**config.mk**
```make
export PLATFORM = sky130hd
export DESIGN_NAME = motion_accumulator
export DESIGN_NICKNAME = d
export VERILOG_FILES = /design/src/rtl/motion_pkg.sv /design/src/rtl/motion_sat_counter.sv /design/src/rtl/motion_accumulator.sv
export SDC_FILE = /design/constraint.sdc
export NUM_CORES = 1
export LEC_CHECK = 0
export ABC_AREA = 1
export BUFFER_PORTS_ARGS = -buffer_cell sky130_fd_sc_hd__buf_4
export CORE_MARGIN = 8
export CORE_UTILIZATION = 40
export CTS_BUF_LIST = sky130_fd_sc_hd__clkbuf_2 sky130_fd_sc_hd__clkbuf_4 sky130_fd_sc_hd__clkbuf_8
export DETAILED_ROUTE_END_ITERATION = 12
export SYNTH_ARGS = -nofsm -noshare
export SYNTH_HDL_FRONTEND = slang
export SYNTH_HIERARCHICAL = 1
export SYNTH_SLANG_ARGS = --single-unit
export TNS_END_PERCENT = 5
```
**constraint.sdc**
```tcl
create_clock -name clk -period 4.89 [get_ports clk]
set_input_delay 0.978 -clock clk [delete_from_list [all_inputs] [get_ports clk]]
set_output_delay 0.978 -clock clk [all_outputs]
set_load 0.01 [all_outputs]
```
**src/rtl/motion_pkg.sv**
```systemverilog
// Shared types and constants for the motion-detection pipeline.
package motion_pkg;

  typedef logic [1:0] state_t;

  localparam state_t ST_IDLE   = 2'd0;
  localparam state_t ST_ACCUM  = 2'd1;
  localparam state_t ST_REPORT = 2'd2;

  localparam int DEFAULT_PIXELS_PER_FRAME    = 76800;
  localparam int DEFAULT_MOTION_THRESHOLD    = 1000;
  localparam int SUBTRACTOR_PIXEL_THRESHOLD  = 50;

endpackage

```
**src/rtl/motion_sat_counter.sv**
```systemverilog
// Saturating up-counter with synchronous clear; next_o exposes the value it will load.
module motion_sat_counter #(
  parameter int COUNT_W = 17
) (
  input  logic               clk,
  input  logic               reset,
  input  logic               clear_i,
  input  logic               en_i,
  output logic [COUNT_W-1:0] count_o,
  output logic [COUNT_W-1:0] next_o
);

  logic [COUNT_W-1:0] count_q;
  logic [COUNT_W-1:0] count_d;

  always_comb begin
    count_d = count_q;
    if (clear_i) begin
      count_d = '0;
    end else if (en_i && (count_q != {COUNT_W{1'b1}})) begin
      count_d = count_q + 1'b1;
    end
  end

  always_ff @(posedge clk) begin
    if (reset) begin
      count_q <= '0;
    end else begin
      count_q <= count_d;
    end
  end

  assign count_o = count_q;
  assign next_o  = count_d;

endmodule

```
**src/rtl/motion_accumulator.sv**
```systemverilog
// Counts motion pixels over one frame and reports the total with a valid/ack handshake.
module motion_accumulator
  import motion_pkg::*;
#(
  parameter int PIXELS_PER_FRAME = DEFAULT_PIXELS_PER_FRAME,
  parameter int MOTION_THRESHOLD = DEFAULT_MOTION_THRESHOLD,
  parameter int COUNT_W          = 17
) (
  input  logic               clk,
  input  logic               reset,
  input  logic               start,
  input  logic               frame_difference,
  input  logic               valid_data,
  output logic               ready,
  input  logic               result_ack,
  output logic               result_valid,
  output logic [COUNT_W-1:0] motion_count,
  output logic               motion_detected,
  output logic               busy,
  output logic               protocol_err
);

  localparam logic [COUNT_W-1:0] LAST_PIXEL = COUNT_W'(PIXELS_PER_FRAME - 1);

  state_t             state_q, state_d;
  logic [COUNT_W-1:0] pixel_cnt_q, pixel_cnt_d;
  logic               ready_q, ready_d;
  logic               result_valid_q, result_valid_d;
  logic [COUNT_W-1:0] motion_count_q, motion_count_d;
  logic               motion_detected_q, motion_detected_d;
  logic               busy_q, busy_d;
  logic               protocol_err_q, protocol_err_d;

  logic               diff_clear;
  logic               diff_en;
  logic [COUNT_W-1:0] diff_cnt;
  logic [COUNT_W-1:0] diff_next;

  // A new frame starts from IDLE, or straight out of REPORT when ack and start coincide.
  assign diff_clear = start && ((state_q == ST_IDLE) ||
                                ((state_q == ST_REPORT) && result_ack));
  assign diff_en    = (state_q == ST_ACCUM) && valid_data && frame_difference;

  motion_sat_counter #(.COUNT_W(COUNT_W)) u_diff_cnt (
    .clk     (clk),
    .reset   (reset),
    .clear_i (diff_clear),
    .en_i    (diff_en),
    .count_o (diff_cnt),
    .next_o  (diff_next)
  );

  always_comb begin
    state_d           = state_q;
    pixel_cnt_d       = pixel_cnt_q;
    ready_d           = ready_q;
    result_valid_d    = result_valid_q;
    motion_count_d    = motion_count_q;
    motion_detected_d = motion_detected_q;
    busy_d            = busy_q;
    protocol_err_d    = protocol_err_q | (valid_data && (state_q != ST_ACCUM));

    case (state_q)
      ST_IDLE: begin
        if (start) begin
          state_d     = ST_ACCUM;
          pixel_cnt_d = '0;
          ready_d     = 1'b1;
          busy_d      = 1'b1;
        end
      end
      ST_ACCUM: begin
        if (valid_data) begin
          pixel_cnt_d = pixel_cnt_q + 1'b1;
          if (pixel_cnt_q == LAST_PIXEL) begin
            // diff_next already includes the final pixel's flag.
            state_d           = ST_REPORT;
            ready_d           = 1'b0;
            result_valid_d    = 1'b1;
            motion_count_d    = diff_next;
            motion_detected_d = (int'(diff_next) >= MOTION_THRESHOLD);
          end
        end
      end
      ST_REPORT: begin
        if (result_ack) begin
          result_valid_d = 1'b0;
          if (start) begin
            state_d     = ST_ACCUM;
            pixel_cnt_d = '0;
            ready_d     = 1'b1;
          end else begin
            state_d = ST_IDLE;
            busy_d  = 1'b0;
          end
        end
      end
      default: begin
        state_d        = ST_IDLE;
        ready_d        = 1'b0;
        result_valid_d = 1'b0;
        busy_d         = 1'b0;
      end
    endcase
  end

  always_ff @(posedge clk) begin
    if (reset) begin
      state_q           <= ST_IDLE;
      pixel_cnt_q       <= '0;
      ready_q           <= 1'b0;
      result_valid_q    <= 1'b0;
      motion_count_q    <= '0;
      motion_detected_q <= 1'b0;
      busy_q            <= 1'b0;
      protocol_err_q    <= 1'b0;
    end else begin
      state_q           <= state_d;
      pixel_cnt_q       <= pixel_cnt_d;
      ready_q           <= ready_d;
      result_valid_q    <= result_valid_d;
      motion_count_q    <= motion_count_d;
      motion_detected_q <= motion_detected_d;
      busy_q            <= busy_d;
      protocol_err_q    <= protocol_err_d;
    end
  end

  assign ready           = ready_q;
  assign result_valid    = result_valid_q;
  assign motion_count    = motion_count_q;
  assign motion_detected = motion_detected_q;
  assign busy            = busy_q;
  assign protocol_err    = protocol_err_q;

endmodule

```
==> results.py <==
metrics = {
    "status": {
        "outcome": "finished clean",
    },
    "setup_path": {
        "arrival_ns": 3.02,
        "crit_required_ns": 5.12,
        "endpoint_kind": "flop",
        "startpoint_type": "flop",
        "cp_max_fo": 11,
        "crit_type": "reg -> reg",
    },
    "cts": {
        "htreeDepth": 3,
        "clockBufferDepth": 2,
        "hold_buffers": 0,
        "clock_sink_count": 58,
        "numCtsBuffers": 9,
        "cts_tree": "done",
        "clk_latency_ns": 0.34,
        "cts_resized": 0,
        "clk_pin_slew_ns": 0.07,
        "cts_root_buf": "clkbuf_8",
        "cts_setup_buffers": 0,
    },
    "route": {
        "drtIter0Drc": 117,
        "viasPerCell": 4.92,
        "ant_nets": 0,
        "totalWireLength_um": 7280,
        "dr.pass1.iters": 4,
        "drc_errors": 0,
        "vias": 2802,
        "wl_per_cell_um": 12.8,
    },
    "power": {
        "power_switching_uw": 248,
        "pwr-share-seq_pct": 45.7,
        "p_leak_uw": 0.00150,
        "switching_share_pct": 23.6,
        "clockPowerShare_pct": 48.1,
        "peakVddDrop_mv": 0.160,
        "powerDensity_mw_per_mm2": 299,
        "power.internal_uw": 801,
        "comb_power_share_pct": 6.2,
    },
    "sta": {
        "min_period_ns": 2.79,
        "worst_pin_slew_ns": 0.519,
        "fin_worst_skew_ns": 0.0111,
        "hold_viol": 0,
        "fin_ws_ns": 2.10,
        "fmax_mhz": 359,
        "slew_headroom_pct": 65.3,
        "setup_viol_count_final": 0,
        "tns_ns": 0,
        "slew_violations": 0,
        "fin_crit_sh_pct": 57.0,
        "rsz0062_at_grt": "false",
    },
    "global_routing": {
        "met2_usage_pct": 23.2,
        "grt_max_degree": 29,
        "antenna_found_initial": 0,
        "use_met3_pct": 3.65,
        "gr-usage-met1_pct": 18.8,
        "grt_overflow": 0,
        "grt_pass1_vias": 2662,
        "grt_pass1_wl_um": 12200,
        "grt-busiest-layer": "met2",
        "grtUsageTotal_pct": 14.7,
    },
    "synthesis": {
        "avgSynthCellArea_um2": 6.91,
        "ys_seq_elements": 58,
        "synth.yosys.seq_area_share_pct": 38.3,
        "synth_nets": 448,
        "ys_types": 34,
        "synth_area_mm2": 0.00303,
        "postSynthCellCount": 439,
        "synth_warnings": 6,
    },
    "finish": {
        "layout.nets": 475,
        "layout_commonest_cell": "nor2_1",
        "final_cell_mix": "87 x nor2_1, 67 x nand2_1, 58 x dfxtp_1, 53 x inv_1, 34 x nand3_1",
        "drive_gt1_share_pct": 18.3,
        "syn2layout_area_growth_pct": 15.6,
        "final_area_mm2": 0.00351,
        "insertedDiodeCount": 0,
        "utilization_pct": 48.1,
        "n_fill_cell": 782,
    },
    "floorplan": {
        "die_w_um": 103,
        "start_util_pct": 41.6,
        "io_pins": 28,
        "fp.dieH_um": 103,
        "die_area_mm2": 0.0106,
        "core_area_mm2": 0.00729,
        "rows": 31,
    },
    "placement": {
        "place_area_mm2": 0.00328,
        "io_buffers": 27,
        "dp_hpwl_um": 5310,
        "gp_congestion": 0.829,
        "dp_slack_ns": 1.83,
    },
    "flow_run": {
        "cap_violations": 0,
    },
    "min_path": {
        "hold_class": "reg -> reg",
    },
}
## worst paths after layout
check	start	end	slack, ns	cells after the start
max	u_diff_cnt/count_o[0]	motion_detected	2.10	17
min	motion_count[15]	motion_count[15]	0.46	2
max reg2reg	u_diff_cnt/count_o[0]	motion_detected	2.10	17
min reg2reg	motion_count[15]	motion_count[15]	0.46	2
## metal layers
layer | vias to the layer above | share of wire [%]
li1 | 1462 | -
met1 | 1279 | 49
met2 | 51 | 45
met3 | 10 | 4.7
met4 | 0 | 1.5
met5 | - | 0
## synthesized netlist by cell type, drive strengths merged
cell     n  area share [%]
buf      9             2.3
nor3    21             4.8
and2     1            0.21
dfxtp   58              38
ha       3             1.2
clkbuf   3            0.41
inv     59             7.6
o21ai   29             4.8
o21bai   1            0.25
nor2    99              14
nand4    9             1.9
a21oi   23             4.2
o211ai   2            0.50
nor4     6             1.2
nand2   77              11
or2      2            0.41
nand3   37             6.9
## final cells by class
cell class                      count  area (um2)  area share (%)
Timing Repair Buffer               28         210            6.00
Clock buffer                       11         145            4.14
Multi-Input combinational cell    310        1560            44.4
Clock inverter                      5        77.6            2.21
Tap cell                           99         124            3.53
Sequential cell                    58        1160            33.1
Inverter                           59         231            6.60
## critical path: stages (launching register included)
cell      delay [ns]
dfxtp_1         0.38
ha_1            0.18
inv_1           0.06
nor2_1          0.16
nand2_2         0.13
nor2_1          0.12
ha_1            0.14
inv_1           0.05
nand2_1         0.30
inv_2           0.12
nand4_1         0.11
nand2_1         0.07
nand3_1         0.11
inv_1           0.07
nor4_1          0.32
o211ai_1        0.15
nor3_2          0.12
nor2_1          0.06
## stage by stage
stage | hold slack (ns) | instances | power (uW)
after floorplan | 0.443 | 439 | 538
after global placement | 0.443 | 554 | 555
after detailed placement | 0.447 | 554 | 555
after CTS | 0.458 | 570 | 1060
after global routing | 0.489 | 570 | 1080
final | 0.458 | 570 | 1050
## power by group through the flow
stage / sequential, uW / clock (uW) / combinational [uW]
floorplan: 491 / 0 / 46.8
global placement: 490 / 0 / 64.8
detailed placement: 490 / 0 / 64.9
CTS: 480 / 512 / 65.0
global route: 480 / 531 / 72.5
finish: 480 / 505 / 64.8
## logic make-up (layout without fill, tap and decap cells)
kind of cell / after synthesis / in the layout / synth area share [%]
AOI/OAI and AO/OA: 55 / 55 / 9.70
adders and majority gates: 3 / 3 / 1.24
buffers and inverters: 71 / 103 / 10.4
and+or+nand+nor: 252 / 252 / 40.4
DFF: 58 / 58 / 38.3
## sequential cells by signal, indices dropped and copies added, names as in the netlist
signal              count
result_valid            1
motion_detected         1
protocol_err            1
state_q                 2
busy                    1
motion_count           17
ready                   1
pixel_cnt_q            17
u_diff_cnt/count_o     17
Note: power is estimated with default switching activity, not from simulation.
